===== src/rtl/ovfl_mon_pkg.sv =====
// Shared constants for the ADC overflow monitor: register-map opcode and default
// window/threshold settings. Imported by ovfl_mon and ovfl_mon_chan.
package ovfl_mon_pkg;

  localparam int DEF_WIN_BITS = 16;
  localparam int DEF_THRESH   = 1;
  localparam int MAX_NCH      = 8;

  typedef enum logic [3:0] {
    REG_CTRL   = 4'h0,
    REG_THRESH = 4'h1,
    REG_STATUS = 4'h2,
    REG_PEAK   = 4'h3
  } reg_op_e;

  // Opcode the host register decoder turns into a thresh_wr strobe.
  localparam reg_op_e OP_THRESH_WR = REG_THRESH;

endpackage


===== src/rtl/ovfl_mon_chan.sv =====
// One overflow channel: per-window count, threshold compare, sticky flag and,
// with OVFL_MON_PEAK_EN defined, the running peak window count.
module ovfl_mon_chan
  import ovfl_mon_pkg::*;
#(
  parameter int CW = DEF_WIN_BITS + 1
) (
  input  logic          clk,
  input  logic          rst,
  input  logic          ovfl,
  input  logic          last,
  input  logic          clr,
  input  logic [CW-1:0] thr,
  output logic          pulse,
  output logic          sticky
`ifdef OVFL_MON_PEAK_EN
  ,
  output logic [CW-1:0] peak
`endif
);

  logic [CW-1:0] count;
  logic [CW-1:0] fin_cnt;
  logic          hit;

  // CW is one bit wider than the window index, so a full window of overflows fits.
  assign fin_cnt = count + CW'(ovfl);
  assign hit     = (thr != '0) && (fin_cnt >= thr);

  always_ff @(posedge clk) begin
    if (rst) begin
      count <= '0;
      pulse <= 1'b0;
    end else begin
      pulse <= last & hit;
      count <= last ? '0 : fin_cnt;
    end
  end

  always_ff @(posedge clk) begin
    if (rst)        sticky <= 1'b0;
    else if (pulse) sticky <= 1'b1;
    else if (clr)   sticky <= 1'b0;
  end

`ifdef OVFL_MON_PEAK_EN
  logic [CW-1:0] peak_base;

  // A clear landing on the window end still records that window, measured from zero.
  assign peak_base = clr ? '0 : peak;

  always_ff @(posedge clk) begin
    if (rst)       peak <= '0;
    else if (last) peak <= (fin_cnt > peak_base) ? fin_cnt : peak_base;
    else if (clr)  peak <= '0;
  end
`endif

endmodule


===== src/rtl/ovfl_mon.sv =====
// ADC overflow monitor top: shared window counter and double-buffered threshold,
// NCH generated channels. Define OVFL_MON_PEAK_EN to add the per-channel peak port.
module ovfl_mon
  import ovfl_mon_pkg::*;
#(
  parameter int NCH        = 1,
  parameter int WIN_BITS   = DEF_WIN_BITS,
  parameter int THRESH_RST = DEF_THRESH
) (
  input  logic                        clk,
  input  logic                        rst,
  input  logic [NCH-1:0]              ovfl_in,
  input  logic                        thresh_wr,
  input  logic [WIN_BITS:0]           thresh,
  input  logic                        clr,
  output logic                        win_end,
  output logic [NCH-1:0]              ovfl_pulse,
  output logic [NCH-1:0]              ovfl_sticky
`ifdef OVFL_MON_PEAK_EN
  ,
  output logic [NCH*(WIN_BITS+1)-1:0] peak
`endif
);

  localparam int CW = WIN_BITS + 1;

  logic [WIN_BITS-1:0] win_cnt;
  logic                last;
  logic [CW-1:0]       thr_pend;
  logic [CW-1:0]       thr_act;

  assign last = &win_cnt;

  always_ff @(posedge clk) begin
    if (rst) begin
      win_cnt <= '0;
      win_end <= 1'b0;
    end else begin
      win_cnt <= win_cnt + 1'b1;
      win_end <= last;
    end
  end

  // The active threshold only changes at a window boundary, after that window's compare.
  always_ff @(posedge clk) begin
    if (rst) begin
      thr_pend <= CW'(THRESH_RST);
      thr_act  <= CW'(THRESH_RST);
    end else begin
      if (thresh_wr) thr_pend <= thresh;
      if (last)      thr_act  <= thr_pend;
    end
  end

  for (genvar i = 0; i < NCH; i++) begin : g_chan
    ovfl_mon_chan #(
      .CW(CW)
    ) u_chan (
      .clk   (clk),
      .rst   (rst),
      .ovfl  (ovfl_in[i]),
      .last  (last),
      .clr   (clr),
      .thr   (thr_act),
      .pulse (ovfl_pulse[i]),
      .sticky(ovfl_sticky[i])
`ifdef OVFL_MON_PEAK_EN
      ,
      .peak  (peak[i*CW +: CW])
`endif
    );
  end

endmodule


===== config.mk =====
export PLATFORM = sky130hd
export DESIGN_NAME = ovfl_mon
export DESIGN_NICKNAME = d
export VERILOG_FILES = /design/src/rtl/ovfl_mon_pkg.sv /design/src/rtl/ovfl_mon_chan.sv /design/src/rtl/ovfl_mon.sv
export SDC_FILE = /design/constraint.sdc
export NUM_CORES = 1
export LEC_CHECK = 0
export CELL_PAD_IN_SITES_DETAIL_PLACEMENT = 0
export CELL_PAD_IN_SITES_GLOBAL_PLACEMENT = 1
export CORE_ASPECT_RATIO = 2
export CORE_MARGIN = 3
export CORE_UTILIZATION = 42
export CTS_BUF_LIST = sky130_fd_sc_hd__clkbuf_8
export CTS_CLUSTER_DIAMETER = 150
export CTS_CLUSTER_SIZE = 20
export DETAILED_ROUTE_END_ITERATION = 10
export GPL_ROUTABILITY_DRIVEN = 0
export GPL_TIMING_DRIVEN = 0
export PLACE_DENSITY_LB_ADDON = 0.1
export SKIP_LAST_GASP = 1
export SLEW_MARGIN = 20
export SYNTH_ARGS = -nofsm -noshare
export SYNTH_HDL_FRONTEND = slang
export SYNTH_SLANG_ARGS = --single-unit

===== constraint.sdc =====
create_clock -name clk -period 2.5 [get_ports clk]
set_clock_uncertainty 0.15 [all_clocks]
set_input_delay 0.375 -clock clk [delete_from_list [all_inputs] [get_ports clk]]
set_output_delay 0.375 -clock clk [all_outputs]
set_load 0.05 [all_outputs]

==> metrics.log <==
INFO  metric hold-worst-slack = 0.274 ns
INFO  metric final_net_count = 417
INFO  metric dieHeight = 128 um
INFO  metric layout_min_cycle_time = 2.65 ns
INFO  metric placeableCoreArea = 7270 sq um
INFO  metric power-per-cell-area = 542 nW/um^2
INFO  metric number_of_global_route_vias_before_repair = 2,291
INFO  metric drt_drc_violations_left = 0
INFO  metric routed_wl_met3 = 101 um
INFO  metric maximum_clock_frequency = 0.377 GHz
INFO  metric groute.usage.overall = 0.165
INFO  metric synth.yosys.warnings = 0
INFO  metric min_path_type = in -> reg
INFO  metric min_period_over_period = 1.06
INFO  metric clock_tree.buffer_depth = 2
INFO  metric postSynthRegisterBits = 70
INFO  metric drive_above_1_share = 0.156
INFO  metric die_width = 67.1 um
INFO  metric cts_inserted_buffers = 9
INFO  metric syn-mean-instance-area = 9.45 sq um
INFO  metric max_cap_viol_count = 0
INFO  metric failing_checks = setup timing
INFO  metric timing_worst_setup_path_type = reg -> reg
INFO  metric detailroute.wirelength.met2 = 3810 um
INFO  metric route.detailed.wl_per_inst = 13.7 um
INFO  metric starting_utilization_of_the_core_area = 0.432
INFO  metric syn_to_final_growth = 21.0%
INFO  metric fillerInstances = 736
INFO  metric drt.antenna.violating_nets = 0
INFO  metric finalHoldViolCount = 0
INFO  metric clock_tree_from_tritoncts = done
INFO  metric placement_rows = 44
INFO  metric layout.area.seq = 1420 sq um
INFO  metric p_leak = 1.57 nW
INFO  metric top_layer = met4
INFO  metric timing.critical_path.arrival = 2.76 ns
INFO  metric postLayoutCoreUtil = 0.522
INFO  metric status = finished with violations
INFO  metric syn_inst = 332
INFO  metric drt_pre_antenna_iters = 4
INFO  metric die_area = 8600 sq um
INFO  metric setup_ws = -0.153 ns
INFO  metric rsz0062_at_grt = yes
INFO  metric vias_per_cell = 4.91
INFO  metric grt_overflow_total = 0
INFO  metric critical_path.max_fanout = 5
INFO  metric wl_met1 = 2400 um
INFO  metric tns = -0.153 ns
INFO  metric port-buffer-count = 22
INFO  metric multi_input_comb_area = 1680 sq um
INFO  metric worst_ir_drop_vdd = 0.357 mV
INFO  metric crit_path_start_kind = flop
INFO  metric place_hpwl = 5000 um
INFO  metric ctsHtreeMaxLevel = 3
INFO  metric clk_root_buffer_cell = clkbuf_8
INFO  metric cp.required = 2.61 ns
INFO  metric finalMaxSlewViolations = 0
INFO  metric clock_latency_of_the_later_clocked_register_in_the_worst_skew_pair = 0.34 ns
INFO  metric drt_iter0_drc = 43
INFO  metric vias = 2,314
INFO  metric grt_antenna_before_repair = 0
INFO  metric slew_at_the_pin_closest_to_its_max_slew_limit = 0.620 ns
INFO  metric count_of_cell_types_in_the_netlist = 39
INFO  metric synth_seq_area_share = 0.447
INFO  metric max-slew-margin-rel = 0.587
INFO  metric setup_viol_count_final = 1
INFO  metric setup.worst_path.end_class = flop
INFO  metric synth.net_count = 375
INFO  metric cts.sink_count = 70
INFO  metric wirelength = 6470 um
INFO  metric antennaDiodeCount = 0
INFO  metric area_of_the_mapped_netlist = 3140 sq um
INFO  metric grt_first_pass_wirelength = 10,500 um
INFO  metric grt_start_max_net_pins = 11
INFO  metric design.portCount = 25
INFO  metric clk_pin_slew_worst_paths = 0.07 ns
[power breakdown]
| part | internal, W | leakage [nW] | switching [W] |
|---|---|---|---|
| Sequential | 0.00114 | 0.573 | 0.0000154 |
| Combinational | 0.0000791 | 0.895 | 0.0000684 |
| Clock | 0.000368 | 0.102 | 0.000387 |
| Total | 0.00158 | 1.57 | 0.000470 |
[worst paths after layout]
kind,from,to,slack (ns),depth (start not counted)
max,g_chan[0].u_chan.count[3]$_SDFF_PP0_,g_chan[0].u_chan.pulse$_SDFF_PP0_,-0.15,10
min,rst,win_cnt[1]$_SDFF_PP0_,0.27,2
max reg2reg,g_chan[0].u_chan.count[3]$_SDFF_PP0_,g_chan[0].u_chan.pulse$_SDFF_PP0_,-0.15,10
min reg2reg,thr_pend[4]$_SDFFE_PP0P_,thr_act[4]$_SDFFE_PP0P_,0.31,2
[kinds of logic after synthesis]
kind of cell,after synthesis,share of synthesized area
AND/OR/NAND/NOR,126,0.218
flip-flops,70,0.447
AO/OA/AOI/OAI,43,0.0898
buffers and inverters,31,0.0411
XOR/XNOR,25,0.0698
adder cells (fa/ha/maj),21,0.0838
multiplexers,16,0.0511
[sequential cells by signal, summed over array words and instances (netlist names)]
register and cells:
g_chan.u_chan.count 17, thr_act 17, thr_pend 17, win_cnt 16, g_chan.u_chan.pulse 1, g_chan.u_chan.sticky 1, win_end 1
[layer usage]
metal | global-route usage | vias to the layer above
li1 | - | 1221
met1 | 0.153 | 1058
met2 | 0.321 | 25
met3 | 0.0289 | 10
met4 | 0.0861 | 0
met5 | 0 | -
[cells in the mapped netlist]
cell type | n | share of area
nor4b_4 | 1 | 0.0076
o31ai_1 | 1 | 0.0024
and4_4 | 1 | 0.0036
a2bb2oi_1 | 1 | 0.0028
clkbuf_1 | 6 | 0.0072
nand3_1 | 16 | 0.026
and3_1 | 6 | 0.012
buf_4 | 1 | 0.0024
xor2_1 | 11 | 0.031
dfxtp_1 | 70 | 0.45
or3_1 | 4 | 0.0080
o21ai_2 | 9 | 0.025
and2_1 | 17 | 0.034
nor2_1 | 34 | 0.041
and4_1 | 3 | 0.0084
o41ai_1 | 1 | 0.0028
a21oi_1 | 9 | 0.014
a21o_1 | 3 | 0.0072
ha_1 | 21 | 0.084
o21bai_1 | 1 | 0.0024
o211ai_1 | 1 | 0.0024
mux2i_1 | 16 | 0.051
nand4_1 | 9 | 0.018
buf_6 | 1 | 0.0036
nor2b_1 | 2 | 0.0040
o21a_1 | 1 | 0.0024
a211oi_1 | 1 | 0.0024
nand2_1 | 25 | 0.030
a31oi_1 | 2 | 0.0040
and3_2 | 1 | 0.0024
or4_1 | 1 | 0.0024
a21boi_0 | 1 | 0.0024
nor4_1 | 3 | 0.0060
xnor2_1 | 14 | 0.039
inv_1 | 22 | 0.026
nand2_2 | 1 | 0.0020
nand4_4 | 2 | 0.014
buf_2 | 1 | 0.0016
o21ai_0 | 12 | 0.019
[area by class of cell]
type / instances / area share
Inverter: 22 / 0.0218
Clock buffer: 10 / 0.0363
Clock inverter: 6 / 0.00626
Multi-Input combinational cell: 231 / 0.444
Timing Repair Buffer: 31 / 0.0765
Sequential cell: 70 / 0.373
Buffer: 9 / 0.0122
Tap cell: 92 / 0.0303
[metrics by stage]
stage / area, sq um / total power [W] / setup WS (ns) / cells
2_1_floorplan: 3140 / 0.00126 / 0.0205 / 332
3_3_place_gp: 3480 / 0.00131 / -1.06 / 446
3_5_place_dp: 3480 / 0.00131 / -1.04 / 446
4_1_cts: 3730 / 0.00209 / -0.216 / 467
5_1_grt: 3790 / 0.00215 / -0.256 / 471
6_report: 3790 / 0.00206 / -0.153 / 471
[cell usage in the layout (no fill, tap or decap), types with 2 or more instances in the layout]
| cell | netlist | final |
|---|---|---|
| and2_1 | 17 | 17 |
| clkdlybuf4s50_1 | 0 | 21 |
| nor2b_1 | 2 | 2 |
| and3_4 | 0 | 2 |
| a21o_1 | 3 | 3 |
| and4_4 | 1 | 3 |
| nand3_1 | 16 | 16 |
| nand2_1 | 25 | 25 |
| dfxtp_1 | 70 | 61 |
| and3_1 | 6 | 4 |
| nand4_1 | 9 | 9 |
| dfxtp_2 | 0 | 8 |
| clkbuf_8 | 0 | 10 |
| buf_4 | 1 | 9 |
| ha_1 | 21 | 19 |
| o21ai_0 | 12 | 12 |
| xnor2_1 | 14 | 13 |
| inv_1 | 22 | 27 |
| clkbuf_1 | 6 | 6 |
| o21ai_2 | 9 | 9 |
| nor2_1 | 34 | 33 |
| or3_1 | 4 | 4 |
| a21oi_1 | 9 | 8 |
| mux2i_1 | 16 | 16 |
| xor2_1 | 11 | 11 |
| buf_6 | 1 | 2 |
| ha_4 | 0 | 2 |
| nor4_1 | 3 | 3 |
| nand4_4 | 2 | 2 |
[critical path, cell delays in order (launching register included)]
cell,delay [ns]
dfxtp_2,0.33
and4_4,0.23
and3_4,0.22
nand4_1,0.13
xnor2_1,0.18
ha_1,0.28
nand4_1,0.17
or4_4,0.48
a31oi_4,0.15
a211oi_2,0.05
a21oi_2,0.19
[timing repair]
| action | 4_1_cts | 5_1_grt |
|---|---|---|
| setup endpoints to repair | 1 | 1 |
| pin swaps | 10 | 11 |
| hold buffers | 0 | 0 |
| gates resized for setup | 19 | 6 |
| buffers inserted | 5 | 4 |
No activity file was read; power rests on OpenSTA's default activity.
